$ cat src/rtl/button_pio_irq.sv
// button_pio_irq: memory-mapped input port for push-buttons and switches.
// It synchronises each input, debounces it with a per-bit counter, latches
// selected edges into write-1-to-clear capture bits and raises a masked,
// level-sensitive interrupt. Reads are registered (1-cycle latency).
//
// Ports:
//   clk, reset_n      system clock, asynchronous active-low reset
//   address[1:0]      register select (0 data, 1 irqmask, 2 edgecapture, 3 raw sync)
//   chipselect        slave select, qualifies writes only
//   write_n           active-low write strobe
//   writedata[W-1:0]  write data
//   in_port[W-1:0]    asynchronous button inputs
//   readdata[W-1:0]   registered read data (updated every clock from address)
//   irq               active-high level interrupt
module button_pio_irq #(
  parameter int               WIDTH           = 5,
  parameter int               SYNC_STAGES     = 2,
  parameter int               DEBOUNCE_CYCLES = 50000,
  parameter int               EDGE_TYPE       = 1,
  parameter logic [WIDTH-1:0] RESET_VALUE     = {WIDTH{1'b1}}
) (
  input  logic             clk,
  input  logic             reset_n,
  input  logic [1:0]       address,
  input  logic             chipselect,
  input  logic             write_n,
  input  logic [WIDTH-1:0] writedata,
  input  logic [WIDTH-1:0] in_port,
  output logic [WIDTH-1:0] readdata,
  output logic             irq
);

  logic [WIDTH-1:0] r_sync [SYNC_STAGES];
  logic [WIDTH-1:0] r_stable;
  logic [WIDTH-1:0] r_irqmask;
  logic [WIDTH-1:0] r_edgecap;

  logic [WIDTH-1:0] w_sync;   // synchroniser output
  logic [WIDTH-1:0] w_src;    // value loaded into r_stable when a bit updates
  logic [WIDTH-1:0] w_upd;    // per-bit: r_stable changes at the next edge
  logic [WIDTH-1:0] w_edge;   // per-bit: qualifying edge, sets capture
  logic [WIDTH-1:0] w_clr;    // per-bit write-1-to-clear request
  logic             w_wr;

  // Synchroniser chain
  always_ff @(posedge clk or negedge reset_n) begin
    if (!reset_n) begin
      for (int s = 0; s < SYNC_STAGES; s++) r_sync[s] <= RESET_VALUE;
    end else begin
      r_sync[0] <= in_port;
      for (int s = 1; s < SYNC_STAGES; s++) r_sync[s] <= r_sync[s-1];
    end
  end

  assign w_sync = r_sync[SYNC_STAGES-1];

  generate
    if (DEBOUNCE_CYCLES == 0) begin : g_bypass
      // Without debounce the stable register loads from the same stage as
      // the last sync flop, so stable always equals sync and an edge is
      // captured on the same clock that sync changes.
      assign w_src = r_sync[SYNC_STAGES-2];
      assign w_upd = w_src ^ r_stable;
    end else begin : g_debounce
      localparam int            CW   = $clog2(DEBOUNCE_CYCLES + 1);
      localparam logic [CW-1:0] LAST = CW'(DEBOUNCE_CYCLES - 1);

      logic [CW-1:0]    r_cnt [WIDTH];
      logic [WIDTH-1:0] w_diff;

      assign w_src  = w_sync;
      assign w_diff = w_sync ^ r_stable;

      // The first differing cycle counts as 1; the load happens on the
      // DEBOUNCE_CYCLES-th consecutive differing cycle.
      always_comb begin
        w_upd = '0;
        for (int i = 0; i < WIDTH; i++) begin
          w_upd[i] = w_diff[i] && (r_cnt[i] == LAST);
        end
      end

      always_ff @(posedge clk or negedge reset_n) begin
        if (!reset_n) begin
          for (int i = 0; i < WIDTH; i++) r_cnt[i] <= '0;
        end else begin
          for (int i = 0; i < WIDTH; i++) begin
            // A bounce back to the stable level restarts the count.
            if (!w_diff[i] || (r_cnt[i] == LAST)) r_cnt[i] <= '0;
            else                                  r_cnt[i] <= r_cnt[i] + CW'(1);
          end
        end
      end
    end
  endgenerate

  always_comb begin
    case (EDGE_TYPE)
      0:       w_edge = w_upd & w_src;
      1:       w_edge = w_upd & ~w_src;
      default: w_edge = w_upd;
    endcase
  end

  assign w_wr  = chipselect & ~write_n;
  assign w_clr = (w_wr && (address == 2'd2)) ? writedata : '0;

  always_ff @(posedge clk or negedge reset_n) begin
    if (!reset_n) begin
      r_stable  <= RESET_VALUE;
      r_irqmask <= '0;
      r_edgecap <= '0;
      readdata  <= '0;
    end else begin
      r_stable <= (r_stable & ~w_upd) | (w_src & w_upd);
      if (w_wr && (address == 2'd1)) r_irqmask <= writedata;
      // Set is OR-ed after the clear so a same-cycle edge wins.
      r_edgecap <= (r_edgecap & ~w_clr) | w_edge;
      // Registered every cycle regardless of chipselect; a same-cycle
      // write is therefore not visible until the following read.
      case (address)
        2'd0:    readdata <= r_stable;
        2'd1:    readdata <= r_irqmask;
        2'd2:    readdata <= r_edgecap;
        default: readdata <= w_sync;
      endcase
    end
  end

  assign irq = |(r_edgecap & r_irqmask);

endmodule

$ cat config.mk
export PLATFORM = sky130hd
export DESIGN_NAME = button_pio_irq
export DESIGN_NICKNAME = d
export VERILOG_FILES = /design/src/rtl/button_pio_irq.sv
export SDC_FILE = /design/constraint.sdc
export NUM_CORES = 1
export LEC_CHECK = 0
export BUFFER_PORTS_ARGS = -buffer_cell sky130_fd_sc_hd__clkbuf_2
export CAP_MARGIN = 10
export CELL_PAD_IN_SITES_DETAIL_PLACEMENT = 1
export CELL_PAD_IN_SITES_GLOBAL_PLACEMENT = 2
export CORE_MARGIN = 3
export CORE_UTILIZATION = 44
export CTS_CLUSTER_SIZE = 24
export DETAILED_ROUTE_END_ITERATION = 10
export PLACE_DENSITY_LB_ADDON = 0.1
export SYNTH_ARGS = -nofsm -noshare
export SYNTH_HDL_FRONTEND = slang
export SYNTH_SLANG_ARGS = --single-unit
$ cat constraint.sdc
create_clock -name clk -period 3.7 [get_ports clk]
set_clock_uncertainty 0.1 [all_clocks]
set_input_delay 0.555 -clock clk [delete_from_list [all_inputs] [get_ports clk]]
set_output_delay 0.555 -clock clk [all_outputs]
set_load 0.03 [all_outputs]
==> impl_metrics.env <==
export IMPL_cts_resized=0
export IMPL_synth_area_leader_cell="dfrtp_1"
export IMPL_cts_sinks=110
export IMPL_r2r_slack_ps=1540
export IMPL_synth_seq_cells=110
export IMPL_use_met1_pct=24.9
export IMPL_core_area_mm2=0.0111
export IMPL_clk_pin_slew_ps=70
export IMPL_num_antenna_cells=0
export IMPL_period_needed_ps=2160
export IMPL_cp_required_ps=3800
export IMPL_p_switching_uw=564
export IMPL_grt_total_usage_pct=18.7
export IMPL_ys_seq_area_share_pct=54.5
export IMPL_postSynthAreaPerCell_um2=10.8
export IMPL_end_kind="flip-flop"
export IMPL_clock_fmax_ghz=0.463
export IMPL_p_clk_share_pct=42.4
export IMPL_first_iter_violations=219
export IMPL_fp_row_count=38
export IMPL_power_leakage_uw=0.00228
export IMPL_gr_total_overflow=0
export IMPL_seqCellArea_mm2=0.00277
export IMPL_grt_max_degree=64
export IMPL_io_buffers=21
export IMPL_gr_usage_met2_pct=30.5
export IMPL_seqPwrFrac_pct=51.4
export IMPL_die_w_um=114
export IMPL_use_met3_pct=5.68
export IMPL_power_internal_uw=1940
export IMPL_clockBufferDepth=2
export IMPL_postSynthCellCount=469
export IMPL_initial_core_util_pct=45.9
export IMPL_antenna_found_initial=0
export IMPL_synthTopCellsByArea="dfrtp_1 (47%), xnor2_1 (10%), dfstp_2 (7.7%)"
export IMPL_die_h_um=114
export IMPL_whs_ps=114
export IMPL_place_congestion=0.758
export IMPL_cts_root_buf="clkbuf_16"
export IMPL_vdd_drop_max_v=0.000388
export IMPL_final_cell_mix="dfrtp_1 (95), nor2_1 (91), xnor2_1 (60)"
export IMPL_cts_setup_buffers=0
export IMPL_dp_hpwl_um=7290
export IMPL_grt_busiest_layer="met2"
export IMPL_worst_pin_slew_ps=869
export IMPL_ys_types=35
export IMPL_cts_tree="yes"
export IMPL_syn_area_mm2=0.00509
export IMPL_dieArea_mm2=0.0129
export IMPL_min_period_over_period_pct=58.4
export IMPL_wl_per_cell_um=16.8
export IMPL_rsz0062_at_grt="no"
export IMPL_tns_ps=0
export IMPL_dp_cells=625
export IMPL_combPwrFrac_pct=6.2
export IMPL_timing_rr_start="g_debounce.r_cnt[32]$_DFF_PN0_"
export IMPL_grt_pass1_vias=3830
export IMPL_r2r_end="g_debounce.r_cnt[44]$_DFF_PN0_"
export IMPL_h_tree_depth=3
export IMPL_grt_pass1_wl_um=19200
export IMPL_synth_warnings=0
export IMPL_multiInputGateArea_mm2=0.00222
export IMPL_syn_num_nets=490
export IMPL_worstSetupPathType="reg2reg"
export IMPL_vias=3508
export IMPL_via_per_inst=5.47
export IMPL_crit_arrival_ps=2260
export IMPL_wl_um=10800
export IMPL_drtPass1Iterations=6
export IMPL_setup_worst_path_start="g_debounce.r_cnt[32]$_DFF_PN0_"
export IMPL_outcome="completed"
export IMPL_drtAntennaViolNets=0
export IMPL_layout_commonest_cell="dfrtp_1"
export IMPL_p_per_area_mw_per_mm2=441
export IMPL_final_nets=517
export IMPL_endpoint="g_debounce.r_cnt[44]$_DFF_PN0_"
export IMPL_drcViolationCount=0
export IMPL_max_slew_margin_pct=41.9
export IMPL_area_growth_synth_to_final_pct=11.6
export IMPL_path_max_fanout=16
export IMPL_switching_share_pct=22.5
export IMPL_drive_gt1_share_pct=14.4
export IMPL_drv_cap=0
export IMPL_instances_no_fill=641
export IMPL_hold_path_class="in2async"
export IMPL_reg2reg_depth=4
export IMPL_slew_violations=0
export IMPL_critPathLaunchType="flip-flop"
export IMPL_clk_latency_ps=350
export IMPL_hold_viol=0
export IMPL_ioPinCount=22
export IMPL_hold_buffers=0
export IMPL_synth_top_cell_area_share_pct=46.7
export IMPL_numCtsBuffers=9
export IMPL_setup_viol=0
export IMPL_fill_cells=1200
[cells by family (layout without fill, tap and decap cells)]
group,Yosys count,in the layout,synth area share [%]
DFF,110,110,54.5
and+or+nand+nor,233,233,22.9
AOI/OAI and AO/OA,11,11,2.31
buffers and inverters,21,53,1.89
muxes,15,15,4.43
adders and majority gates,5,5,1.23
xor gates and xnor gates,74,74,12.7
[power groups by stage]
| stage | sequential, uW | combinational, uW | clock, uW |
|---|---|---|---|
| finish | 1290 | 156 | 1060 |
| global route | 1300 | 176 | 1160 |
| CTS | 1290 | 162 | 1100 |
| detailed placement | 1310 | 159 | 0 |
| global placement | 1310 | 155 | 0 |
| floorplan | 1310 | 79.1 | 0 |
[final cells by class]
| cell class | count | area share (%) |
|---|---|---|
| multi-input cells | 338 | 39.1 |
| repair buffers | 22 | 2.25 |
| clock buffers | 13 | 4.58 |
| inverters | 15 | 0.991 |
| clock inverters | 3 | 1.19 |
| flip-flops and latches | 110 | 48.8 |
| well taps | 140 | 3.08 |
[flip-flops by register name, indices dropped and copies added, names as in the netlist, named ones only]
signal            cells
g_debounce.r_cnt     80
r_edgecap             5
r_irqmask             5
r_sync                5
readdata              5
w_src                 5
[cell usage after synthesis]
cell      count
dfrtp_1      95
nor2_1       91
xnor2_1      60
nand2_1      28
nand3_1      27
nor4_1       23
nand4_1      21
dfstp_2      15
inv_1        15
nor3_1       15
xor2_1       14
mux2_2       10
and3_1        5
ha_1          5
mux4_2        5
nor4b_1       5
nor4bb_1      4
o21ai_0       4
nand2b_1      3
or3_1         3
a32o_1        2
and4bb_2      2
buf_2         2
buf_6         2
clkbuf_1      2
o41ai_4       2
a21oi_1       1
a222oi_1      1
a22oi_1       1
and3b_1       1
and4_1        1
nand3_2       1
nand3b_1      1
nor4b_2       1
or4_1         1
[metal layers]
layer | wire length, um | share of wire (%)
met5 | 0 | 0
met3 | 355 | 3.3
met4 | 60 | 0.56
met2 | 5310 | 49
met1 | 5070 | 47
[through the flow]
step / total power (uW) / cell area (um2) / utilization, % / setup slack, ps
final: 2500 / 5680 / 51.3 / 1540
after global routing: 2630 / 5680 / 51.3 / 1300
after CTS: 2550 / 5680 / 51.3 / 1490
after detailed placement: 1470 / 5350 / 48.3 / 1490
after global placement: 1460 / 5350 / 48.3 / 1600
after floorplan: 1390 / 5090 / - / 1940
[worst max-delay path: stages, from the launching register on]
cell and delay (ps):
dfrtp_1 390, ha_1 200, nand3_1 300, o41ai_4 870
nor2_1 140
[how the worst min path moves through the flow]
| stage | from | endpoint | slack (ps) | cells after the start |
|---|---|---|---|---|
| finish | reset_n | g_debounce.r_cnt[74]$_DFF_PN0_ | 110 | 1 |
| global route | reset_n | g_debounce.r_cnt[74]$_DFF_PN0_ | 160 | 1 |
| CTS | reset_n | g_debounce.r_cnt[74]$_DFF_PN0_ | 140 | 1 |
| detailed placement | r_sync[8]$_DFF_PN1_ | w_src[3]$_DFF_PN1_ | 250 | 0 |
| global placement | r_sync[8]$_DFF_PN1_ | w_src[3]$_DFF_PN1_ | 250 | 0 |
| floorplan | reset_n | g_debounce.r_cnt[0]$_DFF_PN0_ | 160 | 0 |
No activity file was read; power rests on OpenSTA's default activity.
